## src/rtl/cmp_arbiter_if.sv

```systemverilog
`default_nettype none
// ============================================================================
//  cmp_arbiter_if
//  Request/response bundle for the shared comparator arbiter.
//  Revision: 1.0
// ============================================================================
interface cmp_arbiter_if #(
    parameter int WIDTH = 32,
    parameter int CW    = 3
);
    logic             flush;

    logic             req0_valid;
    logic             req0_ready;
    logic [WIDTH-1:0] req0_a;
    logic [WIDTH-1:0] req0_b;
    logic             req0_signed;
    logic [CW-1:0]    req0_cond;

    logic             req1_valid;
    logic             req1_ready;
    logic [WIDTH-1:0] req1_a;
    logic [WIDTH-1:0] req1_b;
    logic             req1_signed;
    logic [CW-1:0]    req1_cond;

    logic             rsp_valid;
    logic             rsp_ready;
    logic             rsp_id;
    logic             rsp_result;
    logic [15:0]      grant_cnt0;
    logic [15:0]      grant_cnt1;

    modport slave (
        input  flush,
        input  req0_valid, req0_a, req0_b, req0_signed, req0_cond,
        output req0_ready,
        input  req1_valid, req1_a, req1_b, req1_signed, req1_cond,
        output req1_ready,
        output rsp_valid, rsp_id, rsp_result,
        input  rsp_ready,
        output grant_cnt0, grant_cnt1
    );

    modport master (
        output flush,
        output req0_valid, req0_a, req0_b, req0_signed, req0_cond,
        input  req0_ready,
        output req1_valid, req1_a, req1_b, req1_signed, req1_cond,
        input  req1_ready,
        input  rsp_valid, rsp_id, rsp_result,
        output rsp_ready,
        input  grant_cnt0, grant_cnt1
    );
endinterface
`default_nettype wire

```

## src/rtl/cmp_arbiter.sv

```systemverilog
`default_nettype none
// ============================================================================
//  cmp_arbiter
//  Round-robin sharing of one 32-bit comparator between two requesters.
//  Revision: 1.0
// ============================================================================
module cmp_arbiter #(
    parameter int WIDTH = 32,
    parameter int CW    = 3
) (
    input  wire logic      clk,
    input  wire logic      reset,
    cmp_arbiter_if.slave   bus
);
    localparam logic [CW-1:0] c_COND_EQ = CW'(0);
    localparam logic [CW-1:0] c_COND_NE = CW'(1);
    localparam logic [CW-1:0] c_COND_LT = CW'(2);
    localparam logic [CW-1:0] c_COND_LE = CW'(3);
    localparam logic [CW-1:0] c_COND_GT = CW'(4);
    localparam logic [CW-1:0] c_COND_GE = CW'(5);
    localparam logic [CW-1:0] c_COND_AT = CW'(6);

    typedef enum logic [0:0] {
        S_EMPTY = 1'b0,
        S_FULL  = 1'b1
    } slot_state_t;

    slot_state_t      r_state;
    slot_state_t      w_state_nxt;
    logic             r_rr_ptr;
    logic             r_rsp_id;
    logic             r_rsp_result;
    logic [15:0]      r_cnt0;
    logic [15:0]      r_cnt1;

    logic             w_slot_free;
    logic             w_grant_en;
    logic             w_gnt0;
    logic             w_gnt1;
    logic             w_any_gnt;
    logic [WIDTH-1:0] w_sel_a;
    logic [WIDTH-1:0] w_sel_b;
    logic             w_sel_signed;
    logic [CW-1:0]    w_sel_cond;
    logic [WIDTH-1:0] w_key_a;
    logic [WIDTH-1:0] w_key_b;
    logic             w_eq;
    logic             w_lt;
    logic             w_result;

    assign w_slot_free = (r_state == S_EMPTY) | bus.rsp_ready;
    assign w_grant_en  = w_slot_free & ~bus.flush & ~reset;
    assign w_gnt0      = w_grant_en & bus.req0_valid & (~bus.req1_valid | ~r_rr_ptr);
    assign w_gnt1      = w_grant_en & bus.req1_valid & (~bus.req0_valid |  r_rr_ptr);
    assign w_any_gnt   = w_gnt0 | w_gnt1;

    assign w_sel_a      = w_gnt1 ? bus.req1_a      : bus.req0_a;
    assign w_sel_b      = w_gnt1 ? bus.req1_b      : bus.req0_b;
    assign w_sel_signed = w_gnt1 ? bus.req1_signed : bus.req0_signed;
    assign w_sel_cond   = w_gnt1 ? bus.req1_cond   : bus.req0_cond;

    // Flipping the sign bit maps signed ordering onto the unsigned comparator.
    assign w_key_a = {w_sel_a[WIDTH-1] ^ w_sel_signed, w_sel_a[WIDTH-2:0]};
    assign w_key_b = {w_sel_b[WIDTH-1] ^ w_sel_signed, w_sel_b[WIDTH-2:0]};
    assign w_eq    = (w_sel_a == w_sel_b);
    assign w_lt    = (w_key_a < w_key_b);

    always_comb begin
        w_result = 1'b0;
        case (w_sel_cond)
            c_COND_EQ: w_result = w_eq;
            c_COND_NE: w_result = ~w_eq;
            c_COND_LT: w_result = w_lt;
            c_COND_LE: w_result = w_lt | w_eq;
            c_COND_GT: w_result = ~w_lt & ~w_eq;
            c_COND_GE: w_result = ~w_lt;
            c_COND_AT: w_result = 1'b1;
            default:   w_result = 1'b0;
        endcase
    end

    always_comb begin
        w_state_nxt = r_state;
        if (bus.flush) begin
            w_state_nxt = S_EMPTY;
        end else if (w_any_gnt) begin
            w_state_nxt = S_FULL;
        end else if (r_state == S_FULL && bus.rsp_ready) begin
            w_state_nxt = S_EMPTY;
        end
    end

    always_ff @(posedge clk) begin
        if (reset) begin
            r_state      <= S_EMPTY;
            r_rr_ptr     <= 1'b0;
            r_rsp_id     <= 1'b0;
            r_rsp_result <= 1'b0;
            r_cnt0       <= 16'd0;
            r_cnt1       <= 16'd0;
        end else begin
            r_state <= w_state_nxt;
            if (w_any_gnt) begin
                r_rsp_id     <= w_gnt1;
                r_rsp_result <= w_result;
                r_rr_ptr     <= w_gnt0;
            end
            if (w_gnt0) r_cnt0 <= r_cnt0 + 16'd1;
            if (w_gnt1) r_cnt1 <= r_cnt1 + 16'd1;
        end
    end

    assign bus.req0_ready = w_gnt0;
    assign bus.req1_ready = w_gnt1;
    assign bus.rsp_valid  = (r_state == S_FULL);
    assign bus.rsp_id     = r_rsp_id;
    assign bus.rsp_result = r_rsp_result;
    assign bus.grant_cnt0 = r_cnt0;
    assign bus.grant_cnt1 = r_cnt1;
endmodule
`default_nettype wire

```

## src/flat_wrapper.sv

```systemverilog
// flat-port wrapper written by rule: the top's interface ports become plain ports
module cmp_arbiter_flat 
#(
    parameter int WIDTH = 32,
    parameter int CW    = 3
)
  (clk, reset, bus_flush, bus_req0_valid, bus_req0_a, bus_req0_b, bus_req0_signed, bus_req0_cond, bus_req0_ready, bus_req1_valid, bus_req1_a, bus_req1_b, bus_req1_signed, bus_req1_cond, bus_req1_ready, bus_rsp_valid, bus_rsp_id, bus_rsp_result, bus_rsp_ready, bus_grant_cnt0, bus_grant_cnt1);
  cmp_arbiter_if #(.WIDTH(WIDTH), .CW(CW)) bus_i ();
  input  wire logic clk;
  input  wire logic reset;
  input wire logic [$bits(bus_i.flush)-1:0] bus_flush;
  input wire logic [$bits(bus_i.req0_valid)-1:0] bus_req0_valid;
  input wire logic [$bits(bus_i.req0_a)-1:0] bus_req0_a;
  input wire logic [$bits(bus_i.req0_b)-1:0] bus_req0_b;
  input wire logic [$bits(bus_i.req0_signed)-1:0] bus_req0_signed;
  input wire logic [$bits(bus_i.req0_cond)-1:0] bus_req0_cond;
  output wire logic [$bits(bus_i.req0_ready)-1:0] bus_req0_ready;
  input wire logic [$bits(bus_i.req1_valid)-1:0] bus_req1_valid;
  input wire logic [$bits(bus_i.req1_a)-1:0] bus_req1_a;
  input wire logic [$bits(bus_i.req1_b)-1:0] bus_req1_b;
  input wire logic [$bits(bus_i.req1_signed)-1:0] bus_req1_signed;
  input wire logic [$bits(bus_i.req1_cond)-1:0] bus_req1_cond;
  output wire logic [$bits(bus_i.req1_ready)-1:0] bus_req1_ready;
  output wire logic [$bits(bus_i.rsp_valid)-1:0] bus_rsp_valid;
  output wire logic [$bits(bus_i.rsp_id)-1:0] bus_rsp_id;
  output wire logic [$bits(bus_i.rsp_result)-1:0] bus_rsp_result;
  input wire logic [$bits(bus_i.rsp_ready)-1:0] bus_rsp_ready;
  output wire logic [$bits(bus_i.grant_cnt0)-1:0] bus_grant_cnt0;
  output wire logic [$bits(bus_i.grant_cnt1)-1:0] bus_grant_cnt1;
  assign bus_i.flush = bus_flush;
  assign bus_i.req0_valid = bus_req0_valid;
  assign bus_i.req0_a = bus_req0_a;
  assign bus_i.req0_b = bus_req0_b;
  assign bus_i.req0_signed = bus_req0_signed;
  assign bus_i.req0_cond = bus_req0_cond;
  assign bus_req0_ready = bus_i.req0_ready;
  assign bus_i.req1_valid = bus_req1_valid;
  assign bus_i.req1_a = bus_req1_a;
  assign bus_i.req1_b = bus_req1_b;
  assign bus_i.req1_signed = bus_req1_signed;
  assign bus_i.req1_cond = bus_req1_cond;
  assign bus_req1_ready = bus_i.req1_ready;
  assign bus_rsp_valid = bus_i.rsp_valid;
  assign bus_rsp_id = bus_i.rsp_id;
  assign bus_rsp_result = bus_i.rsp_result;
  assign bus_i.rsp_ready = bus_rsp_ready;
  assign bus_grant_cnt0 = bus_i.grant_cnt0;
  assign bus_grant_cnt1 = bus_i.grant_cnt1;
  cmp_arbiter #(.WIDTH(WIDTH), .CW(CW)) u_core (.clk(clk), .reset(reset), .bus(bus_i));
endmodule
```

## config.mk

```make
export PLATFORM = sky130hd
export DESIGN_NAME = cmp_arbiter_flat
export DESIGN_NICKNAME = d
export VERILOG_FILES = /design/src/rtl/cmp_arbiter_if.sv /design/src/rtl/cmp_arbiter.sv /design/src/flat_wrapper.sv
export SDC_FILE = /design/constraint.sdc
export NUM_CORES = 1
export LEC_CHECK = 0
export ABC_CLOCK_PERIOD_IN_PS = 7900
export CAP_MARGIN = 10
export CORE_UTILIZATION = 30
export DETAILED_ROUTE_END_ITERATION = 6
export PLACE_DENSITY = 0.7
export SLEW_MARGIN = 10
export SYNTH_ARGS = -nofsm -noshare
export SYNTH_HDL_FRONTEND = slang
export SYNTH_SLANG_ARGS = --single-unit
```

## constraint.sdc

```tcl
create_clock -name clk -period 7.9 [get_ports clk]
set_clock_uncertainty 0.15 [all_clocks]
set_input_delay 1.58 -clock clk [delete_from_list [all_inputs] [get_ports clk]]
set_output_delay 1.58 -clock clk [all_outputs]
set_load 0.05 [all_outputs]
```

==> reports/results.ini, run 1 <==
[status]
outcome=completed

[global_route]
grt_pass1_vias=3626
grt_pass1_wl_um=16000
antenna_found_initial=0
globalRouteTotalUtil=0.172
largest_net_degree_at_the_start_of_global_routing=50
grt_overflow_total=0

[synthesis]
synth.avg_cell_area_um2=7.39
synth_seq_area_share=0.222
synth_enable_flop_cells=0
synth_ff_type=sky130_fd_sc_hd__dfxtp_1
netlist_area_mm2=0.00325
synthDistinctLibCells=44
synth_top_area_frac=0.222
synth.area.top_cells=sky130_fd_sc_hd__dfxtp_1, sky130_fd_sc_hd__nand2_1, sky130_fd_sc_hd__ha_1
asyncSetResetFlopFracSynth=0
synth_fp_nets=616
ys_ff_latch=36
synth_top_cell_by_area=sky130_fd_sc_hd__dfxtp_1
synthesized_instance_count=440
yosys_warnings=0

[clock_network]
worst_skew_pair.late_latency_ns=0.28
clock_sink_count=36
h-tree-depth=2
cts.hold.buffers_added=0
clock_tree_from_tritoncts=built
cts_made_buffers=5
cts_repair_resize_count=0
clock-root-buffer=sky130_fd_sc_hd__clkbuf_8
count_of_buffers_added_by_post_cts_timing_repair_for_setup=0
max-clock-path-buffers=2
clk_transition_reported_paths_ns=0.07

[floorplan]
core-area_mm2=0.0104
die_footprint_mm2=0.0113
ioPinCount=179
starting_density_of_the_core=0.312
row_count=37
die_width_um=106
fp.dieH_um=106

[critical_path]
cp_slowest_cell=sky130_fd_sc_hd__clkdlybuf4s50_1
r2r_slack_ns=4.17
critical_path.reg2reg.startpoint=u_core.bus.rsp_valid$_SDFFE_PP0P_
cp_cell_sequence=clkdlybuf4s50_1 > buf_4 > nor2_8 > o2111ai_4 > inv_2 > clkdlybuf4s50_1
worst-endpoint-required_ns=6.17
worst_r2r_endpoint=u_core.bus.rsp_result$_SDFFE_PP0P_
worst_path_largest_cell_delay_ns=0.93
start_kind=input pin
crit_arrival_ns=4.04
timing.critical_path.mode_cell=sky130_fd_sc_hd__clkdlybuf4s50_1
r2r_cells=12
cpLargestDelayFamily=buffers and inverters
worst-setup-path-type=in -> out
path_max_fanout=36
critical_path.endpoint_type=primary output
cp.buffers_inverters=4

[worst_hold_path]
worstHoldPathCells=2
hold_path.startpoint=u_core.bus.grant_cnt1[1]$_SDFFE_PP0N_
hold_path_end=u_core.bus.grant_cnt1[1]$_SDFFE_PP0N_
timing.hold.worst.class=reg -> reg

[power_and_ir_drop]
max-vdd-ir-drop_mv=0.0657
totalPowerFinal_uw=498
power_density_mw_per_mm2=95.1
static-leakage-power_uw=0.00203

[place]
dpl.cell_count=741
detailed_place_hpwl_um=7880
place.gp.congestion=0.859
portBuffers=178

[sta]
worstMarginPinSlew_ns=0.700
grt_setup_unrepaired=no
number_of_endpoints_failing_setup_at_the_final_stage=0
finalSetupTns_ns=0
report.final.slew_viol_count=0
slew_headroom=0.533
final_hold_viol_count=0
max_freq_mhz=173
timing.final.crit_period_ns=5.77
min_period_over_period=0.731

[job]
max_cap_viol_count=0

[finish]
post_route_cells_drive_above_1_share=0.0326
insertedDiodeCount=0
finish.cell_count_without_fillers=749
flow.area_growth_from_synthesis_pct=61.1
most_common_cell_after_layout_fill_and_taps_aside=sky130_fd_sc_hd__clkdlybuf4s50_1
fin_nets=788
mostFrequentLayoutCells=sky130_fd_sc_hd__clkdlybuf4s50_1, sky130_fd_sc_hd__nand2_1, sky130_fd_sc_hd__nor2_1

[route]
routed_wirelength_um=9520
vias_per_cell=4.80
dr.pass1.iters=4
antenna_violating_nets_post_route=0
num_vias=3598
post_drt_wl_per_cell_um=12.7
drc_markers=0
detail_route.iter0.violations=97

[report_power, final]
group          internal, µW  total, µW  switching (µW)
combinational           104        180            75.3
clock                  71.1        133            62.3
sequential              183        185            1.85
[stage by stage]
step	cell area (µm²)	utilization	setup slack [ns]	hold slack [ns]
after detailed placement	5150	0.494	2.13	0.332
final	5240	0.503	2.13	0.342
after global placement	5150	0.494	2.15	0.326
after global routing	5240	0.503	2.03	0.376
after floorplan	3250	-	3.25	0.381
after CTS	5240	0.503	2.11	0.343
[registers in the layout, indices dropped and copies added, names as in the netlist]
signal	flops
u_core.bus.grant_cnt0	16
u_core.bus.rsp_result	1
u_core.bus.grant_cnt1	16
u_core.r_rr_ptr	1
u_core.bus.rsp_valid	1
u_core.bus.rsp_id	1
[cell usage after synthesis (2+ instances only)]
cell                       number
sky130_fd_sc_hd__a21oi_1       24
sky130_fd_sc_hd__a31oi_1        4
sky130_fd_sc_hd__and3_1         5
sky130_fd_sc_hd__buf_1          2
sky130_fd_sc_hd__buf_2          8
sky130_fd_sc_hd__buf_4          3
sky130_fd_sc_hd__clkbuf_1       4
sky130_fd_sc_hd__dfxtp_1       36
sky130_fd_sc_hd__ha_1          34
sky130_fd_sc_hd__inv_2          3
sky130_fd_sc_hd__mux2i_1       35
sky130_fd_sc_hd__nand2_1      120
sky130_fd_sc_hd__nand2b_1       4
sky130_fd_sc_hd__nand3_1       17
sky130_fd_sc_hd__nand4_1       13
sky130_fd_sc_hd__nor2_1        46
sky130_fd_sc_hd__nor2b_1        5
sky130_fd_sc_hd__nor3_1         6
sky130_fd_sc_hd__nor3_2         3
sky130_fd_sc_hd__o21ai_0       11
sky130_fd_sc_hd__or3_1          3
sky130_fd_sc_hd__xnor2_1       15
sky130_fd_sc_hd__xor2_1        18
[kinds of logic after synthesis]
kind of cell,after synthesis,synth area share
and+or+nand+nor,229,0.320
AOI/OAI and AO/OA,52,0.100
DFF,36,0.222
muxes,35,0.108
adders and majority gates,34,0.131
xor gates and xnor gates,33,0.0889
buffers and inverters,21,0.0308
[worst max-delay path by stage]
stage / startpoint / end / slack (ns) / cells past startpoint
2_1_floorplan: reset / bus_req1_ready / 3.25 / 6
3_3_place_gp: reset / bus_req1_ready / 2.15 / 6
3_5_place_dp: reset / bus_req1_ready / 2.13 / 6
4_1_cts: reset / bus_req1_ready / 2.11 / 6
5_1_grt: reset / bus_req1_ready / 2.03 / 6
6_report: reset / bus_req1_ready / 2.13 / 6
[tightest hold or removal path, stage by stage, from the launching register on]
cell                      delay [ns]
sky130_fd_sc_hd__dfxtp_1        0.34
sky130_fd_sc_hd__nand2_1        0.06
sky130_fd_sc_hd__a21oi_1        0.05
[layout make-up]
cell class              instances  area [µm²]
inverters                       4        15.0
clock buffers                   8        90.1
well taps                     136         170
repair buffers                182        1810
multi-input cells             383        2430
fillers                      1007        5180
flip-flops and latches         36         721
[layer usage]
metal  GRT usage  wire length, µm  part of all wire  up-vias
met5           0                0                 0        -
met4      0.0556              209             0.022        0
met3      0.0368              628             0.066       16
met2       0.322             4710              0.49      139
met1       0.192             3970              0.42     1581
li1            -                -                 -     1862
Note: power is estimated with default switching activity, not from simulation.
==> inputs of run 2 (changes only) <==
- ABC_CLOCK_PERIOD_IN_PS: 7900 -> 5600
- clock period: 7.9 -> 5.6 ns (I/O delays scaled with it)
==> reports/results.ini, run 2 (synthesized netlist as in run 1, its figures left out) <==
[critical_path]
worst-endpoint-required_ns=5.62
worst_r2r_endpoint=u_core.bus.rsp_result$_SDFFE_PP0P_
critical_path.startpoint=reset
cp.buffers_inverters=3
r2r_slack_ns=2.30
critical_path.endpoint_type=flip-flop
cpLargestDelayFamily=buffers and inverters
critical_path.reg2reg.startpoint=u_core.bus.rsp_valid$_SDFFE_PP0P_
cp_slowest_cell=sky130_fd_sc_hd__clkdlybuf4s50_1
crit_arrival_ns=4.36
critical_path.endpoint=u_core.bus.rsp_result$_SDFFE_PP0P_
start_kind=input pin
timing.critical_path.mode_cell=sky130_fd_sc_hd__mux2i_1
worst-setup-path-type=in -> reg
cp_cell_sequence=clkdlybuf4s50_1 > nor2_8 > o2111ai_4 > inv_2 > buf_12 > mux2i_1 > ha_1 > nand4_1 > a2111o_1 > a31oi_1 > o22ai_1 > mux2i_1 > a22o_1
worst_path_largest_cell_delay_ns=0.55
r2r_cells=12
critical_path_cell_count=13
path_max_fanout=54

[clock_network]
clock-root-buffer=sky130_fd_sc_hd__clkbuf_8
h-tree-depth=2
max-clock-path-buffers=2
cts_made_buffers=5
count_of_buffers_added_by_post_cts_timing_repair_for_setup=0
worst_skew_pair.late_latency_ns=0.28
clock_sink_count=36
clk_transition_reported_paths_ns=0.07
cts.hold.buffers_added=0
cts_repair_resize_count=0
clock_tree_from_tritoncts=built

[route]
dr.pass1.iters=4
routed_wirelength_um=9780
vias_per_cell=4.84
num_vias=3625
drc_markers=0
post_drt_wl_per_cell_um=13.1
antenna_violating_nets_post_route=0
detail_route.iter0.violations=130

[global_route]
largest_net_degree_at_the_start_of_global_routing=55
grt_pass1_wl_um=15500
grt_pass1_vias=3455
antenna_found_initial=0
grt_overflow_total=0
globalRouteTotalUtil=0.167

[finish]
post_route_cells_drive_above_1_share=0.0359
most_common_cell_after_layout_fill_and_taps_aside=sky130_fd_sc_hd__clkdlybuf4s50_1
seqCellArea_um2=721
total_area_of_multi_input_combinational_cells_mm2=0.00243
mostFrequentLayoutCells=sky130_fd_sc_hd__clkdlybuf4s50_1, sky130_fd_sc_hd__nand2_1, sky130_fd_sc_hd__nor2_1
flow.area_growth_from_synthesis_pct=62.3
fillCellCount=1012
fin_nets=788
insertedDiodeCount=0

[worst_hold_path]
timing.hold.worst.class=reg -> reg
hold_path.startpoint=u_core.bus.rsp_id$_SDFFE_PP0P_

[status]
outcome=completed

[place]
preCtsSetupSlack_ns=0.926
portBuffers=178
detailed_place_hpwl_um=8120
place.gp.congestion=0.835

[floorplan]
die_footprint_mm2=0.0113
ioPinCount=179
die_width_um=106
core-area_mm2=0.0104
row_count=37
fp.dieH_um=106
starting_density_of_the_core=0.312

[sta]
number_of_endpoints_failing_setup_at_the_final_stage=0
final_hold_viol_count=0
final.setup.worst_slack_ns=1.26
slew_headroom=0.595
finalSetupTns_ns=0
min_period_over_period=0.775
timing.final.crit_period_ns=4.34
grt_setup_unrepaired=no
max_freq_mhz=230
worstMarginPinSlew_ns=0.603
report.final.slew_viol_count=0

[power_and_ir_drop]
max-vdd-ir-drop_mv=0.0910
static-leakage-power_uw=0.00205
power_density_mw_per_mm2=140

[job]
max_cap_viol_count=0

[run 2: final cells by class]
type	count	area share
flip-flops and latches	36	0.137
clock inverters	2	0.00664
inverters	4	0.00284
clock buffers	6	0.0137
repair buffers	182	0.347
multi-input cells	383	0.461
well taps	136	0.0322
[run 2: worst min path at each step]
stage,endpoint,cells after the start,slack [ns]
3_3_place_gp,u_core.bus.rsp_id$_SDFFE_PP0P_,2,0.32
2_1_floorplan,u_core.r_rr_ptr$_SDFFE_PP0P_,2,0.38
4_1_cts,u_core.bus.rsp_id$_SDFFE_PP0P_,2,0.34
3_5_place_dp,u_core.bus.rsp_id$_SDFFE_PP0P_,2,0.32
5_1_grt,u_core.bus.grant_cnt1[1]$_SDFFE_PP0N_,2,0.38
6_report,u_core.bus.rsp_id$_SDFFE_PP0P_,2,0.33
[run 2: power breakdown]
part / internal (µW) / leakage [µW] / switching (µW)
Clock: 132 / 0.0000552 / 90.8
Sequential: 258 / 0.000291 / 2.34
Combinational: 149 / 0.00170 / 108
Total: 540 / 0.00205 / 202
[run 2: worst reg2reg max path, cell delays in order (launching register included)]
cell and delay (ns):
sky130_fd_sc_hd__dfxtp_1 0.31, sky130_fd_sc_hd__nand2b_1 0.20, sky130_fd_sc_hd__o2111ai_4 0.16, sky130_fd_sc_hd__inv_2 0.28, sky130_fd_sc_hd__buf_12 0.32, sky130_fd_sc_hd__mux2i_1 0.17
sky130_fd_sc_hd__ha_1 0.34, sky130_fd_sc_hd__nand4_1 0.12, sky130_fd_sc_hd__a2111o_1 0.41, sky130_fd_sc_hd__a31oi_1 0.25, sky130_fd_sc_hd__o22ai_1 0.15, sky130_fd_sc_hd__mux2i_1 0.15
sky130_fd_sc_hd__a22o_1 0.19
[run 2: layer usage]
metal	GRT usage	wire, µm	part of all wire
met5	0	0	0
met2	0.326	4980	0.51
met3	0.0343	665	0.068
met4	0.0456	169	0.017
met1	0.180	3960	0.41
[run 2: per-stage QoR]
step                      cell area, µm²  utilization  hold WS (ns)  instances  power [µW]
after global placement              5170        0.496         0.325        741         519
after floorplan                     3250            -         0.381        440         386
final                               5280        0.507         0.334        749         741
after detailed placement            5170        0.496         0.324        741         525
after CTS                           5280        0.507         0.342        749         751
after global routing                5280        0.507         0.382        749         786
